[config.mk]
export PLATFORM = sky130hd
export DESIGN_NAME = gray2bin_seq
export DESIGN_NICKNAME = d
export VERILOG_FILES = /design/src/rtl/gray2bin_seq.sv
export SDC_FILE = /design/constraint.sdc
export NUM_CORES = 1
export LEC_CHECK = 0
export ABC_CLOCK_PERIOD_IN_PS = 4550
export CORE_MARGIN = 2
export CORE_UTILIZATION = 50
export CTS_BUF_LIST = sky130_fd_sc_hd__clkbuf_4
export DETAILED_ROUTE_END_ITERATION = 6
export GPL_ROUTABILITY_DRIVEN = 0
export PLACE_DENSITY_LB_ADDON = 0.15
export REMOVE_ABC_BUFFERS = 1
export SYNTH_ARGS = -nofsm -noshare
export SYNTH_HDL_FRONTEND = slang
export SYNTH_SLANG_ARGS = --single-unit
[constraint.sdc]
create_clock -name clk -period 4.55 [get_ports clk]
set_clock_uncertainty 0.2 [all_clocks]
set_input_delay 0.6825 -clock clk [delete_from_list [all_inputs] [get_ports clk]]
set_output_delay 0.6825 -clock clk [all_outputs]
set_load 0.05 [all_outputs]
[src/rtl/gray2bin_seq.sv]
// Sequential Gray-to-binary decoder: one bit per cycle, MSB first, with
// valid/ready handshakes and a saturating count of non-consecutive words.
module gray2bin_seq #(
  parameter int NUM = 6
) (
  input  logic           clk,
  input  logic           reset,
  input  logic [NUM-1:0] g_in,
  input  logic           in_valid,
  output logic           in_ready,
  output logic [NUM-1:0] b_out,
  output logic           out_valid,
  input  logic           out_ready,
  output logic           step_err,
  output logic [7:0]     err_cnt
);

  localparam int IW = (NUM > 1) ? $clog2(NUM) : 1;

  typedef enum logic [1:0] {
    IDLE,
    DECODE,
    DONE
  } state_t;

  state_t         state;
  logic [NUM-1:0] g_reg;
  logic [NUM-1:0] res;
  logic [NUM-1:0] res_next;
  logic [NUM-1:0] prev;
  logic [IW-1:0]  idx;
  logic           acc;
  logic           bit_next;
  logic           have_prev;

  // acc holds the previously resolved (more significant) binary bit
  always_comb begin
    bit_next      = acc ^ g_reg[idx];
    res_next      = res;
    res_next[idx] = bit_next;
  end

  // NOTE: all state is updated with non-blocking assignments so every register
  // samples the pre-edge values of the others, independent of statement order.
  always_ff @(posedge clk or posedge reset) begin
    if (reset) begin
      state     <= IDLE;
      in_ready  <= 1'b1;
      out_valid <= 1'b0;
      b_out     <= '0;
      step_err  <= 1'b0;
      err_cnt   <= 8'd0;
      prev      <= '0;
      have_prev <= 1'b0;
      g_reg     <= '0;
      res       <= '0;
      idx       <= '0;
      acc       <= 1'b0;
    end else begin
      case (state)
        IDLE: begin
          if (in_valid && in_ready) begin
            g_reg    <= g_in;
            res      <= '0;
            acc      <= 1'b0;
            idx      <= IW'(NUM - 1);
            in_ready <= 1'b0;
            state    <= DECODE;
          end
        end

        DECODE: begin
          res <= res_next;
          acc <= bit_next;
          if (idx == '0) begin
            b_out     <= res_next;
            // The adder width wraps 2^NUM-1 to 0, so wrap-around is a legal step
            step_err  <= have_prev && (res_next != prev + NUM'(1));
            out_valid <= 1'b1;
            state     <= DONE;
          end else begin
            idx <= idx - IW'(1);
          end
        end

        DONE: begin
          if (out_valid && out_ready) begin
            prev      <= b_out;
            have_prev <= 1'b1;
            if (step_err && (err_cnt != 8'hFF)) begin
              err_cnt <= err_cnt + 8'd1;
            end
            step_err  <= 1'b0;
            out_valid <= 1'b0;
            in_ready  <= 1'b1;
            state     <= IDLE;
          end
        end

        default: begin
          state     <= IDLE;
          in_ready  <= 1'b1;
          out_valid <= 1'b0;
          step_err  <= 1'b0;
        end
      endcase
    end
  end

endmodule

==> results.ini <==
[status]
run_status = finished clean

[logic_synthesis]
ys.flop_type = sky130_fd_sc_hd__dfrtp_1
syn_area_um2 = 2120
ys_ff_latch = 42
synth_cell_types = 42
async_flop_share_pct = 100
synth_enable_flop_cells = 0
syn_inst = 199
synth.yosys.warnings = 0
post_synth.cell_area_avg_um2 = 10.6
seq_area_frac_synth_pct = 49.7

[cells_and_area]
final_net_count = 240
area_growth_syn_to_layout_pct = 16.7
design_area_um2 = 2470
finalCoreUtilization_pct = 61.3
layout_commonest_cell = sky130_fd_sc_hd__dfrtp_1
num-fill-cells = 358
registers.top_by_ff_count = err_cnt
insertedDiodeCount = 0
flip_flop_count_of_the_largest_register_after_layout = 8
final_cell_mix = sky130_fd_sc_hd__dfrtp_1, sky130_fd_sc_hd__nand2_1, sky130_fd_sc_hd__clkdlybuf4s50_1, sky130_fd_sc_hd__o21ai_0, sky130_fd_sc_hd__mux2_2
layout-drive-gt1-share_pct = 11.5

[setup_path]
setup_cp_type = input pin to flop
crit_arrival_ns = 2.87
timing.reg2reg.setup_slack_ns = 2.01
end_kind = flop
setup.worst_path.start_class = input pin
timing.critical_path.fanout_max = 8
terminus_of_the_critical_flop_to_flop_path = step_err
r2r_start = idx[0]
critPathLaunch = out_ready
r2r_depth = 6
cp-endpoint = err_cnt[6]
critical_path_required_ns = 4.63

[routing]
first_pass_iters = 4
detailedRoute.firstIterationViolations = 98
route.top_layer_used = met4
route.detailed.drc = 0
drt-total-wl_um = 4110
num_vias = 1528
met3_length_um = 140
ant_nets = 0
routed-wl-met2_um = 2110
detail_route.wirelength.met1_um = 1780
post_dr_wirelength_cell_um = 14.8
avgViaCountPerCell = 5.52

[timing]
setup_viol = 0
final-max-slew-violation-count = 0
maxClockFrequency_mhz = 359
finalCritPeriodShare_pct = 61.2
max_slew_margin_pct = 52.2
final_worst_setup_slack_ns = 1.77
tightestPinTransition_ns = 0.712
setup-tns-final_ns = 0
rsz_0062_raised_after_global_routing = false
timing_hold_violations_final = 0
fin_crit_ns = 2.78

[cts]
post_cts_hold_buffer_count = 0
cts_setup_buffers = 0
cts_buffer_depth = 2
cts.reportedPaths.clkPinSlew_ns = 0.11
cts_resized = 0
clkSinkCount = 42
cts_root_buf = sky130_fd_sc_hd__clkbuf_4
cts.htree.levels = 2
clkLatencyLatePin_ns = 0.36
tritoncts_clock_tree = yes
tritoncts.num_buffers = 5

[die]
die_width_um = 69.1
num_rows = 23
die_area_um2 = 4770
io_pins = 27
initial_core_util_pct = 52.5
floorplan.core_area_um2 = 4030
fp.dieH_um = 69.1

[placement]
dpl_cell_area_um2 = 2410
dp_hpwl_um = 3070
port_buffers = 26
dp_worst_setup_slack_ns = 1.42

[grt]
grt_first_pass_wirelength_um = 7370
globalRouteOverflowTotal = 0
track_usage_pct = 19.3
vias_in_the_first_global_route = 1577
pin_count_of_the_biggest_net_entering_global_routing = 43
grt_antenna_before_repair = 0

[hold_path]
hold_class = flop to flop

[power_and_ir_drop]
power_per_cell_area_nw_per_um2 = 582
power.ir.vdd_worst_uv = 290
cellLeakagePower_nw = 1.16

[job]
maximum_capacitance_violations = 0

==> critical path, cell delays in order <==
cell	delay [ns]
sky130_fd_sc_hd__clkdlybuf4s50_1	0.56
sky130_fd_sc_hd__nand4b_2	0.30
sky130_fd_sc_hd__a311oi_1	0.71
sky130_fd_sc_hd__nand2_1	0.22
sky130_fd_sc_hd__nor3_1	0.23
sky130_fd_sc_hd__xor2_1	0.17
==> final cells by class <==
type / count / area (um2) / area share [%]
flip-flops and latches: 42 / 1050 / 42.6
multi-input cells: 140 / 995 / 40.3
repair buffers: 27 / 268 / 10.8
well taps: 50 / 62.6 / 2.53
clock buffers: 7 / 52.6 / 2.13
inverters: 10 / 37.5 / 1.52
clock inverters: 1 / 3.75 / 0.152
==> Yosys cell counts, types with 3 or more instances <==
cell type / number / area (um2)
sky130_fd_sc_hd__o22ai_1: 4 / 25.0
sky130_fd_sc_hd__nor3b_1: 3 / 22.5
sky130_fd_sc_hd__xor2_1: 9 / 78.8
sky130_fd_sc_hd__nor3_1: 7 / 35.0
sky130_fd_sc_hd__nor2_1: 9 / 33.8
sky130_fd_sc_hd__nor2b_1: 3 / 18.8
sky130_fd_sc_hd__a21oi_1: 4 / 20.0
sky130_fd_sc_hd__mux2_2: 12 / 135
sky130_fd_sc_hd__mux2i_1: 6 / 60.1
sky130_fd_sc_hd__ha_1: 4 / 50.1
sky130_fd_sc_hd__nand3_1: 5 / 25.0
sky130_fd_sc_hd__nand2_1: 26 / 97.6
sky130_fd_sc_hd__inv_1: 10 / 37.5
sky130_fd_sc_hd__dfrtp_1: 41 / 1030
sky130_fd_sc_hd__o21ai_0: 14 / 70.1
sky130_fd_sc_hd__clkbuf_1: 3 / 11.3
sky130_fd_sc_hd__xnor2_1: 10 / 87.6
==> logic make-up (layout without fill, tap and decap cells) <==
logic type | Yosys count | after routing | share of synthesized area, %
buffers and inverters | 17 | 45 | 3.31
and+or+nand+nor | 65 | 65 | 15.7
muxes | 20 | 20 | 10.8
DFF | 42 | 42 | 49.7
adders and majority gates | 4 | 4 | 2.36
AOI/OAI and AO/OA | 31 | 31 | 9.22
xor gates and xnor gates | 20 | 20 | 8.92
==> routing by layer <==
| layer | track usage, % | up-vias |
|---|---|---|
| met4 | 7.84 | 0 |
| met2 | 32.1 | 25 |
| met1 | 24.8 | 749 |
| li1 | - | 745 |
| met3 | 3.80 | 9 |
| met5 | 0 | - |
==> stage by stage <==
stage	total power, mW	hold slack, ns	cells
6_report	1.44	0.262	277
4_1_cts	1.45	0.270	277
3_5_place_dp	1.27	0.246	269
5_1_grt	1.55	0.301	277
2_1_floorplan	1.08	0.214	192
3_3_place_gp	1.23	0.228	269
==> where the power goes <==
part           leakage [nW]  switching (mW)  internal (mW)  total, mW
clock                0.0338           0.115         0.0714      0.187
sequential            0.545           0.137          0.488      0.625
combinational         0.580           0.354          0.273      0.626
total                  1.16           0.606          0.832       1.44
==> worst min path at each step <==
stage | start | end | slack (ns) | cells past startpoint
finish | have_prev | have_prev | 0.26 | 2
global route | have_prev | have_prev | 0.30 | 2
CTS | have_prev | have_prev | 0.27 | 2
detailed placement | have_prev | have_prev | 0.25 | 2
global placement | have_prev | have_prev | 0.23 | 2
floorplan | have_prev | have_prev | 0.21 | 2
Note: power is estimated with default switching activity, not from simulation.
